## src/rtl/qspi_pkg.sv

```systemverilog
// qspi_pkg: command codes, error pattern and FSM states for the QSPI link.
// Shared by qspi_slave_axi_m and hs_spi_master_axi_m.
package qspi_pkg;

    localparam logic [7:0]  CMD_WRITE   = 8'h02;
    localparam logic [7:0]  CMD_READ    = 8'h0B;
    localparam logic [7:0]  CMD_STAT    = 8'h05;
    localparam logic [31:0] ERR_PATTERN = 32'hDEADBEEF;
    localparam int          QSPI_ADDR_W = 16;

    typedef enum logic [2:0] {
        S_IDLE,
        S_CMD,
        S_ADDR,
        S_WDATA,
        S_DUMMY,
        S_RDATA,
        S_DROP
    } qspi_state_e;

    function automatic logic [11:0] sat_inc12(input logic [11:0] v);
        return (&v) ? v : v + 12'd1;
    endfunction

endpackage

```

## src/rtl/axi4_lite_if.sv

```systemverilog
// axi4_lite_if: AXI4-lite bundle with master and slave views.
interface axi4_lite_if #(
    parameter int AW = 10,
    parameter int DW = 32
);
    logic [AW-1:0]   awaddr;
    logic [2:0]      awprot;
    logic            awvalid;
    logic            awready;
    logic [DW-1:0]   wdata;
    logic [DW/8-1:0] wstrb;
    logic            wvalid;
    logic            wready;
    logic [1:0]      bresp;
    logic            bvalid;
    logic            bready;
    logic [AW-1:0]   araddr;
    logic [2:0]      arprot;
    logic            arvalid;
    logic            arready;
    logic [DW-1:0]   rdata;
    logic [1:0]      rresp;
    logic            rvalid;
    logic            rready;

    modport m (
        output awaddr, awprot, awvalid, input awready,
        output wdata, wstrb, wvalid, input wready,
        input bresp, bvalid, output bready,
        output araddr, arprot, arvalid, input arready,
        input rdata, rresp, rvalid, output rready
    );

    modport s (
        input awaddr, awprot, awvalid, output awready,
        input wdata, wstrb, wvalid, output wready,
        output bresp, bvalid, input bready,
        input araddr, arprot, arvalid, output arready,
        output rdata, rresp, rvalid, input rready
    );
endinterface

```

## src/rtl/qspi_slave_axi_m_sync.sv

```systemverilog
// qspi_slv_sync: two-flop synchronisers for SCK/CSn/MOSI plus edge pulses.
module qspi_slv_sync #(
    parameter int W = 4
) (
    input  logic         clk,
    input  logic         rst_n,
    input  logic         sck,
    input  logic         csn,
    input  logic [W-1:0] mosi,
    output logic         sck_rise,
    output logic         sck_fall,
    output logic         csn_fall,
    output logic         csn_rise,
    output logic         csn_s,
    output logic [W-1:0] mosi_s
);
    logic [2:0]        sck_q, sck_d;
    logic [2:0]        csn_q, csn_d;
    logic [1:0][W-1:0] mosi_q, mosi_d;

    always_comb begin
        sck_d  = {sck_q[1:0], sck};
        csn_d  = {csn_q[1:0], csn};
        mosi_d = {mosi_q[0], mosi};
    end

    // CSn resets high so a deasserted line never looks like a frame start
    always_ff @(posedge clk or negedge rst_n) begin
        if (!rst_n) begin
            sck_q  <= '0;
            csn_q  <= '1;
            mosi_q <= '0;
        end else begin
            sck_q  <= sck_d;
            csn_q  <= csn_d;
            mosi_q <= mosi_d;
        end
    end

    assign sck_rise = sck_q[1] & ~sck_q[2];
    assign sck_fall = ~sck_q[1] & sck_q[2];
    assign csn_fall = ~csn_q[1] & csn_q[2];
    assign csn_rise = csn_q[1] & ~csn_q[2];
    assign csn_s    = csn_q[1];
    assign mosi_s   = mosi_q[1];
endmodule

```

## src/rtl/qspi_slave_axi_m.sv

```systemverilog
// qspi_slave_axi_m: QSPI target turning cmd/addr/data frames into AXI4-lite beats.
// Define QSPI_SLV_STATS_EN for transfer counters readable with cmd 0x05.
module qspi_slave_axi_m
    import qspi_pkg::*;
#(
    parameter int AW           = 10,
    parameter int DW           = 32,
    parameter int SPI_W        = 4,
    parameter int DUMMY_CYCLES = 4
) (
    input  logic             aclk,
    input  logic             aresetn,
    axi4_lite_if.m           bus,
    input  logic             SCK,
    input  logic             CSn,
    input  logic [SPI_W-1:0] MOSI,
    output logic [SPI_W-1:0] MISO,
    output logic             MISO_oe,
    output logic             busy,
    output logic             err
);
    localparam logic [5:0] N_CMD  = 6'(8 / SPI_W);
    localparam logic [5:0] N_ADDR = 6'(QSPI_ADDR_W / SPI_W);
    localparam logic [5:0] N_DATA = 6'(DW / SPI_W);
    localparam logic [5:0] N_DUM  = 6'(DUMMY_CYCLES);

    logic             sck_rise, sck_fall, csn_fall, csn_rise, csn_s;
    logic [SPI_W-1:0] mosi_s;

    qspi_slv_sync #(.W(SPI_W)) u_sync (
        .clk      (aclk),
        .rst_n    (aresetn),
        .sck      (SCK),
        .csn      (CSn),
        .mosi     (MOSI),
        .sck_rise (sck_rise),
        .sck_fall (sck_fall),
        .csn_fall (csn_fall),
        .csn_rise (csn_rise),
        .csn_s    (csn_s),
        .mosi_s   (mosi_s)
    );

    qspi_state_e   state_q, state_d;
    logic [5:0]    cnt_q, cnt_d, cnt_inc;
    logic [DW-1:0] sh_q, sh_d, shifted;
    logic [7:0]    cmd_q, cmd_d;
    logic [AW-1:0] addr_q, addr_d;
    logic [DW-1:0] wdata_q, wdata_d, mo_q, mo_d, rdata_q, rdata_d;
    logic          oe_q, oe_d, err_q, err_d;
    logic          awv_q, awv_d, wv_q, wv_d, bready_q, bready_d;
    logic          arv_q, arv_d, rready_q, rready_d, rd_ok_q, rd_ok_d;
    logic          pend;
`ifdef QSPI_SLV_STATS_EN
    logic [11:0]   nwr_q, nwr_d, nrd_q, nrd_d;
    logic [7:0]    nab_q, nab_d;
`endif

    assign shifted = {sh_q[DW-SPI_W-1:0], mosi_s};
    assign cnt_inc = cnt_q + 6'd1;
    assign pend    = awv_q | wv_q | bready_q | arv_q | rready_q;

    always_comb begin
        state_d  = state_q;
        cnt_d    = cnt_q;
        sh_d     = sh_q;
        cmd_d    = cmd_q;
        addr_d   = addr_q;
        wdata_d  = wdata_q;
        mo_d     = mo_q;
        oe_d     = oe_q;
        err_d    = 1'b0;
        awv_d    = awv_q & ~bus.awready;
        wv_d     = wv_q & ~bus.wready;
        bready_d = bready_q;
        arv_d    = arv_q & ~bus.arready;
        rready_d = rready_q;
        rdata_d  = rdata_q;
        rd_ok_d  = rd_ok_q;
`ifdef QSPI_SLV_STATS_EN
        nwr_d    = nwr_q;
        nrd_d    = nrd_q;
        nab_d    = nab_q;
`endif
        if ((awv_q | wv_q) && !awv_d && !wv_d) bready_d = 1'b1;
        if (bready_q && bus.bvalid) begin
            bready_d = 1'b0;
            if (bus.bresp != 2'b00) err_d = 1'b1;
`ifdef QSPI_SLV_STATS_EN
            nwr_d = sat_inc12(nwr_q);
`endif
        end
        // late responses still land here; rd_ok is cleared per read so they are dropped
        if (rready_q && bus.rvalid) begin
            rready_d = 1'b0;
            rdata_d  = bus.rdata;
            rd_ok_d  = 1'b1;
            if (bus.rresp != 2'b00) err_d = 1'b1;
`ifdef QSPI_SLV_STATS_EN
            nrd_d = sat_inc12(nrd_q);
`endif
        end
        if (state_q != S_IDLE && (csn_s || csn_rise)) begin
`ifdef QSPI_SLV_STATS_EN
            if (state_q == S_WDATA && nab_q != 8'hFF) nab_d = nab_q + 8'd1;
`endif
            state_d = S_IDLE;
            oe_d    = 1'b0;
            mo_d    = '0;
        end else begin
            unique case (state_q)
                S_IDLE: if (csn_fall) begin
                    cnt_d = '0;
                    if (pend) begin
                        state_d = S_DROP;
                        err_d   = 1'b1;
                    end else begin
                        state_d = S_CMD;
                    end
                end
                S_CMD: if (sck_rise) begin
                    sh_d  = shifted;
                    cnt_d = cnt_inc;
                    if (cnt_inc == N_CMD) begin
                        cnt_d   = '0;
                        cmd_d   = shifted[7:0];
                        state_d = S_DROP;
                        if (shifted[7:0] == CMD_WRITE || shifted[7:0] == CMD_READ)
                            state_d = S_ADDR;
`ifdef QSPI_SLV_STATS_EN
                        if (shifted[7:0] == CMD_STAT) state_d = S_DUMMY;
`endif
                    end
                end
                S_ADDR: if (sck_rise) begin
                    sh_d  = shifted;
                    cnt_d = cnt_inc;
                    if (cnt_inc == N_ADDR) begin
                        cnt_d  = '0;
                        addr_d = shifted[AW-1:0];
                        if (cmd_q == CMD_WRITE) begin
                            state_d = S_WDATA;
                        end else begin
                            state_d  = S_DUMMY;
                            arv_d    = 1'b1;
                            rready_d = 1'b1;
                            rd_ok_d  = 1'b0;
                        end
                    end
                end
                S_WDATA: if (sck_rise) begin
                    sh_d  = shifted;
                    cnt_d = cnt_inc;
                    if (cnt_inc == N_DATA) begin
                        wdata_d = shifted;
                        awv_d   = 1'b1;
                        wv_d    = 1'b1;
                        state_d = S_DROP;
                    end
                end
                S_DUMMY: if (sck_rise) begin
                    cnt_d = cnt_inc;
                    if (cnt_inc == N_DUM) begin
                        cnt_d   = '0;
                        state_d = S_RDATA;
                    end
                end
                S_RDATA: begin
                    if (sck_fall) begin
                        if (!oe_q) begin
                            oe_d = 1'b1;
                            if (rd_ok_d) begin
                                mo_d = rdata_d;
                            end else begin
                                mo_d  = ERR_PATTERN;
                                err_d = 1'b1;
                            end
`ifdef QSPI_SLV_STATS_EN
                            if (cmd_q == CMD_STAT) begin
                                mo_d  = {nab_q, nwr_q, nrd_q};
                                err_d = 1'b0;
                            end
`endif
                        end else begin
                            mo_d = {mo_q[DW-SPI_W-1:0], {SPI_W{1'b0}}};
                        end
                    end
                    if (sck_rise) begin
                        cnt_d = cnt_inc;
                        if (cnt_inc == N_DATA) state_d = S_DROP;
                    end
                end
                S_DROP: ;
                default: state_d = S_IDLE;
            endcase
        end
    end

    always_ff @(posedge aclk or negedge aresetn) begin
        if (!aresetn) begin
            state_q  <= S_IDLE;
            cnt_q    <= '0;
            sh_q     <= '0;
            cmd_q    <= '0;
            addr_q   <= '0;
            wdata_q  <= '0;
            mo_q     <= '0;
            rdata_q  <= '0;
            oe_q     <= 1'b0;
            err_q    <= 1'b0;
            awv_q    <= 1'b0;
            wv_q     <= 1'b0;
            bready_q <= 1'b0;
            arv_q    <= 1'b0;
            rready_q <= 1'b0;
            rd_ok_q  <= 1'b0;
`ifdef QSPI_SLV_STATS_EN
            nwr_q    <= '0;
            nrd_q    <= '0;
            nab_q    <= '0;
`endif
        end else begin
            state_q  <= state_d;
            cnt_q    <= cnt_d;
            sh_q     <= sh_d;
            cmd_q    <= cmd_d;
            addr_q   <= addr_d;
            wdata_q  <= wdata_d;
            mo_q     <= mo_d;
            rdata_q  <= rdata_d;
            oe_q     <= oe_d;
            err_q    <= err_d;
            awv_q    <= awv_d;
            wv_q     <= wv_d;
            bready_q <= bready_d;
            arv_q    <= arv_d;
            rready_q <= rready_d;
            rd_ok_q  <= rd_ok_d;
`ifdef QSPI_SLV_STATS_EN
            nwr_q    <= nwr_d;
            nrd_q    <= nrd_d;
            nab_q    <= nab_d;
`endif
        end
    end

    assign bus.awvalid = awv_q;
    assign bus.awaddr  = addr_q;
    assign bus.awprot  = 3'b000;
    assign bus.wvalid  = wv_q;
    assign bus.wdata   = wdata_q;
    assign bus.wstrb   = '1;
    assign bus.bready  = bready_q;
    assign bus.arvalid = arv_q;
    assign bus.araddr  = addr_q;
    assign bus.arprot  = 3'b000;
    assign bus.rready  = rready_q;

    assign MISO    = mo_q[DW-1 -: SPI_W];
    assign MISO_oe = oe_q;
    assign err     = err_q;
    assign busy    = (state_q != S_IDLE) | pend;
endmodule
```

## src/flat_wrapper.sv

```systemverilog
// flat-port wrapper written by rule: the top's interface ports become plain ports
module qspi_slave_axi_m_flat import qspi_pkg::*;
#(
    parameter int AW           = 10,
    parameter int DW           = 32,
    parameter int SPI_W        = 4,
    parameter int DUMMY_CYCLES = 4
)
  (aclk, aresetn, SCK, CSn, MOSI, MISO, MISO_oe, busy, err, bus_awaddr, bus_awprot, bus_awvalid, bus_awready, bus_wdata, bus_wstrb, bus_wvalid, bus_wready, bus_bresp, bus_bvalid, bus_bready, bus_araddr, bus_arprot, bus_arvalid, bus_arready, bus_rdata, bus_rresp, bus_rvalid, bus_rready);
  axi4_lite_if #(.AW(AW), .DW(DW)) bus_i ();
  input  logic aclk;
  input  logic aresetn;
  input  logic SCK;
  input  logic CSn;
  input  logic [SPI_W-1:0] MOSI;
  output logic [SPI_W-1:0] MISO;
  output logic MISO_oe;
  output logic busy;
  output logic err;
  output wire logic [$bits(bus_i.awaddr)-1:0] bus_awaddr;
  output wire logic [$bits(bus_i.awprot)-1:0] bus_awprot;
  output wire logic [$bits(bus_i.awvalid)-1:0] bus_awvalid;
  input wire logic [$bits(bus_i.awready)-1:0] bus_awready;
  output wire logic [$bits(bus_i.wdata)-1:0] bus_wdata;
  output wire logic [$bits(bus_i.wstrb)-1:0] bus_wstrb;
  output wire logic [$bits(bus_i.wvalid)-1:0] bus_wvalid;
  input wire logic [$bits(bus_i.wready)-1:0] bus_wready;
  input wire logic [$bits(bus_i.bresp)-1:0] bus_bresp;
  input wire logic [$bits(bus_i.bvalid)-1:0] bus_bvalid;
  output wire logic [$bits(bus_i.bready)-1:0] bus_bready;
  output wire logic [$bits(bus_i.araddr)-1:0] bus_araddr;
  output wire logic [$bits(bus_i.arprot)-1:0] bus_arprot;
  output wire logic [$bits(bus_i.arvalid)-1:0] bus_arvalid;
  input wire logic [$bits(bus_i.arready)-1:0] bus_arready;
  input wire logic [$bits(bus_i.rdata)-1:0] bus_rdata;
  input wire logic [$bits(bus_i.rresp)-1:0] bus_rresp;
  input wire logic [$bits(bus_i.rvalid)-1:0] bus_rvalid;
  output wire logic [$bits(bus_i.rready)-1:0] bus_rready;
  assign bus_awaddr = bus_i.awaddr;
  assign bus_awprot = bus_i.awprot;
  assign bus_awvalid = bus_i.awvalid;
  assign bus_i.awready = bus_awready;
  assign bus_wdata = bus_i.wdata;
  assign bus_wstrb = bus_i.wstrb;
  assign bus_wvalid = bus_i.wvalid;
  assign bus_i.wready = bus_wready;
  assign bus_i.bresp = bus_bresp;
  assign bus_i.bvalid = bus_bvalid;
  assign bus_bready = bus_i.bready;
  assign bus_araddr = bus_i.araddr;
  assign bus_arprot = bus_i.arprot;
  assign bus_arvalid = bus_i.arvalid;
  assign bus_i.arready = bus_arready;
  assign bus_i.rdata = bus_rdata;
  assign bus_i.rresp = bus_rresp;
  assign bus_i.rvalid = bus_rvalid;
  assign bus_rready = bus_i.rready;
  qspi_slave_axi_m #(.AW(AW), .DW(DW), .SPI_W(SPI_W), .DUMMY_CYCLES(DUMMY_CYCLES)) u_core (.aclk(aclk), .aresetn(aresetn), .bus(bus_i), .SCK(SCK), .CSn(CSn), .MOSI(MOSI), .MISO(MISO), .MISO_oe(MISO_oe), .busy(busy), .err(err));
endmodule
```

## config.mk

```make
export PLATFORM = sky130hd
export DESIGN_NAME = qspi_slave_axi_m_flat
export DESIGN_NICKNAME = d
export VERILOG_FILES = /design/src/rtl/qspi_pkg.sv /design/src/rtl/axi4_lite_if.sv /design/src/rtl/qspi_slave_axi_m_sync.sv /design/src/rtl/qspi_slave_axi_m.sv /design/src/flat_wrapper.sv
export SDC_FILE = /design/constraint.sdc
export NUM_CORES = 1
export LEC_CHECK = 0
export CAP_MARGIN = 20
export CORE_MARGIN = 2
export CORE_UTILIZATION = 30
export CTS_CLUSTER_DIAMETER = 100
export DETAILED_ROUTE_END_ITERATION = 8
export PLACE_DENSITY = 0.6
export SETUP_SLACK_MARGIN = 0.5
export SLEW_MARGIN = 30
export SYNTH_ARGS = -nofsm -noshare
export SYNTH_HDL_FRONTEND = slang
export SYNTH_SLANG_ARGS = --single-unit
```

## constraint.sdc

```tcl
create_clock -name aclk -period 5.7 [get_ports aclk]
set_input_delay 0.57 -clock aclk [delete_from_list [all_inputs] [get_ports aclk]]
set_output_delay 0.57 -clock aclk [all_outputs]
set_load 0.05 [all_outputs]
```

==> impl_results.md <==
- Status: complete, no violations
- Share of layout cells above drive strength 1: 0.242
- PD cells: ~340 mW/mm²
- Commonest non-fill, non-tap cell in the layout: dfrtp_1
- Final HPWL DP: about 11000 µm
- First-pass DRT Iterations: 4
- Resized cells post-CTS: 0
- Cts hold-fix bufs: 0
- Pin count of the biggest net entering global routing: 64
- CP required: 5.13 ns
- Post-place setup slack: around 2.9 ns
- Clock root buffer: clkbuf_16
- Worst-Margin Slew: 0.797 ns
- Fin nets: 752
- Tmin final: about 3.2 ns
- Max-cap violations: 0
- Core area: roughly 0.025 mm²
- Iter 0 DRT Violations: between 300 and 400
- Setup TNS: 0 ns
- Initial antenna violation count: 0
- Crit path DAT: 2.64 ns
- Most area-consuming cells after synthesis: dfrtp_1 56%, mux2_2 16%, buf_4 2.7%, o311a_1 2.6%, a21oi_1 2.4%
- Chip width: 163 µm
- First-pass GRT wire length: about 28000 µm
- Placement Rows: 58
- GRT Total Usage: 0.131
- CP Launch Type: flip-flop
- Worst-path cell chain: nor3_1 -> nand2b_1 -> clkdlybuf4s50_1
- Postcts setup bufs: 0
- Antenna violation net count after detailed routing: 0
- Hold crit path type: input pin to async pin
- Residual DRC: 0
- Finished Cell Area: about 0.0095 mm²
- PortBufs: 112
- RSZ-0062 raised after global routing: no
- Filler cell count: 2466
- Peak VDD IR: roughly 180 µV
- CTS tree: yes
- Post-synth top area share: 0.558
- Syn_area_per_cell: between 10 and 15 µm²
- Vias per cell: ~4.8
- Worst r2r path cells: 7
- Synth Warn #: 0
- H-tree depth: 4
- Yosys cell types: 61
- Grt peak-use layer: met2
- Slew Viols, Final: 0
- Final WS setup: approximately 2.5 ns
- Leak: between 4 and 5 nW
- Relative slew margins: 0.468
- Yosys top cell by area: dfrtp_1
- Met2 Resource Use GR: 0.195
- Clk_skew: around 0.018 ns
- Crit share post-route: 0.564
- Mapped Area: ~0.0076 mm²
- Cts bufs inserted: 17
- Final setup vio count: 0
- P&R area growth vs syn: 24.8%
- Die Ht: roughly 160 µm
- Peak Freq: slightly above 0.3 GHz
- Die Area: around 0.027 mm²
- Clk Latency, worst-skew pair: about 0.43 ns
- Worst-path clk slew: around 0.070 ns
- Final Hold Viols: 0
- Vias: between 4k and 5k
- Clk buf depth: 2
- Finished Layout Cells: between 1k and 1.5k
- Area after DPL: roughly 0.009 mm²
- Layout Utilization: 0.379
- Clock sinks: ~170
- Avg WL per Cell: about 16 µm
- Gpl congestion: about 0.8
- Critical path capture point type: output pin
- Share of synthesized registers carrying an async set or reset: 1.00
- Critical Path Fanout Max: 19
- I/O pins: roughly 120
- Seq/Total Area, Yosys: 0.568
- ANT cells: 0
- Vias in the first global route: slightly above 5k
- Commonest register cell after synthesis: dfrtp_1
- Slowest Stage Delay on Critical Path: around 0.74 ns
- Crit path kind: flip-flop to output pin
- #FFs+latches synth: ~170
- GR Util met1: 0.183
- Grt ovf: 0
- Final WL: between 15000 and 20000 µm
- Slowest cell on crit path: clkdlybuf4s50_1
- Most frequent cells in the layout: 170 x dfrtp_1, 111 x clkdlybuf4s50_1, 109 x mux2_2
- Inst Count DP: approximately 1.0k
- Post-synth EDFFs: 0
- Post-synthesis cell count: roughly 610
- Initial core utilization: 0.304
- Met3 Use GR: 0.0409
[stage by stage]
| step | hold WS, ns | power, mW |
|---|---|---|
| finish | 0.0793 | 3.22 |
| global placement | 0.333 | 2.08 |
| detailed placement | 0.336 | 2.10 |
| floorplan | 0.274 | 1.90 |
| global route | 0.126 | 3.40 |
| CTS | 0.0984 | 3.27 |
[path summary, 6_finish.rpt]
kind,startpoint,end,slack [ns]
worst max-delay path,u_core.state_q[2],busy,2.49
worst min-delay path,aresetn,u_core.rdata_q[24],0.08
worst max register to register,u_core.cnt_q[0],u_core.state_q[0],3.01
worst min register to register,u_core.u_sync.mosi_d[7],u_core.u_sync.mosi_s[3],0.35
max in group asynchronous,aresetn,u_core.cnt_q[1],4.38
min in group aclk,u_core.u_sync.mosi_d[7],u_core.u_sync.mosi_s[3],0.35
[power by group]
group,internal (mW),switching (mW),total (mW)
combinational,0.239,0.310,0.549
clock,0.625,0.532,1.16
sequential,1.38,0.135,1.52
total,2.24,0.978,3.22
[layer usage]
metal  routed length (µm)  up-vias
li1                     -     2338
met1                 8040     2510
met2                 7570      130
met3                 1060        6
met4                   99        0
met5                    0        -
[synth_stat cells, types with 3 or more instances]
cell type,n
nand2_1,22
o21ai_0,11
a21oi_1,36
nand2b_1,28
o211a_1,5
nor3_1,6
a221oi_1,8
a211oi_1,3
nand3_1,6
inv_1,9
nor2_1,42
dfstp_2,3
mux2_2,109
o41ai_1,3
or2_2,3
dfrtp_1,170
buf_4,27
nor2b_1,8
o31ai_1,4
ha_1,3
o311a_1,20
buf_2,7
o211ai_1,3
clkbuf_1,23
buf_6,3
o32ai_1,3
[logic make-up after synthesis]
logic type / synth area share
xor+xnor: 0.00230
flops: 0.568
fa+ha+maj: 0.00492
other cells: 0.000984
compound gates: 0.105
mux: 0.168
simple gates: 0.0986
buf+inv: 0.0518
[final cells by class]
cell class                 count  area (µm²)  share of cell area
multi-input combinational    376        2940               0.308
tap                          330         413              0.0434
clock inverter                14         173              0.0181
inverter                       9        33.8             0.00355
sequential                   173        4330               0.455
clock buffer                  17         425              0.0447
timing repair buffer         123        1200               0.127
[sequential cells by signal (all words and copies together), names as in the netlist, 4 cells and up]
register / count
u_core.u_sync.mosi_d: 4
u_core.sh_q: 28
u_core.cmd_q: 8
u_core.bus.araddr: 10
u_core.mo_q: 32
u_core.u_sync.mosi_s: 4
u_core.cnt_q: 6
u_core.rdata_q: 32
u_core.bus.wdata: 32
[worst max-delay path, delay by kind of cell (launching register included)]
family | cells | cell delay (ns)
flip-flops | 1 | 0.63
buffers and inverters | 1 | 0.74
AND/OR/NAND/NOR | 2 | 0.85
Note: power is estimated with default switching activity, not from simulation.
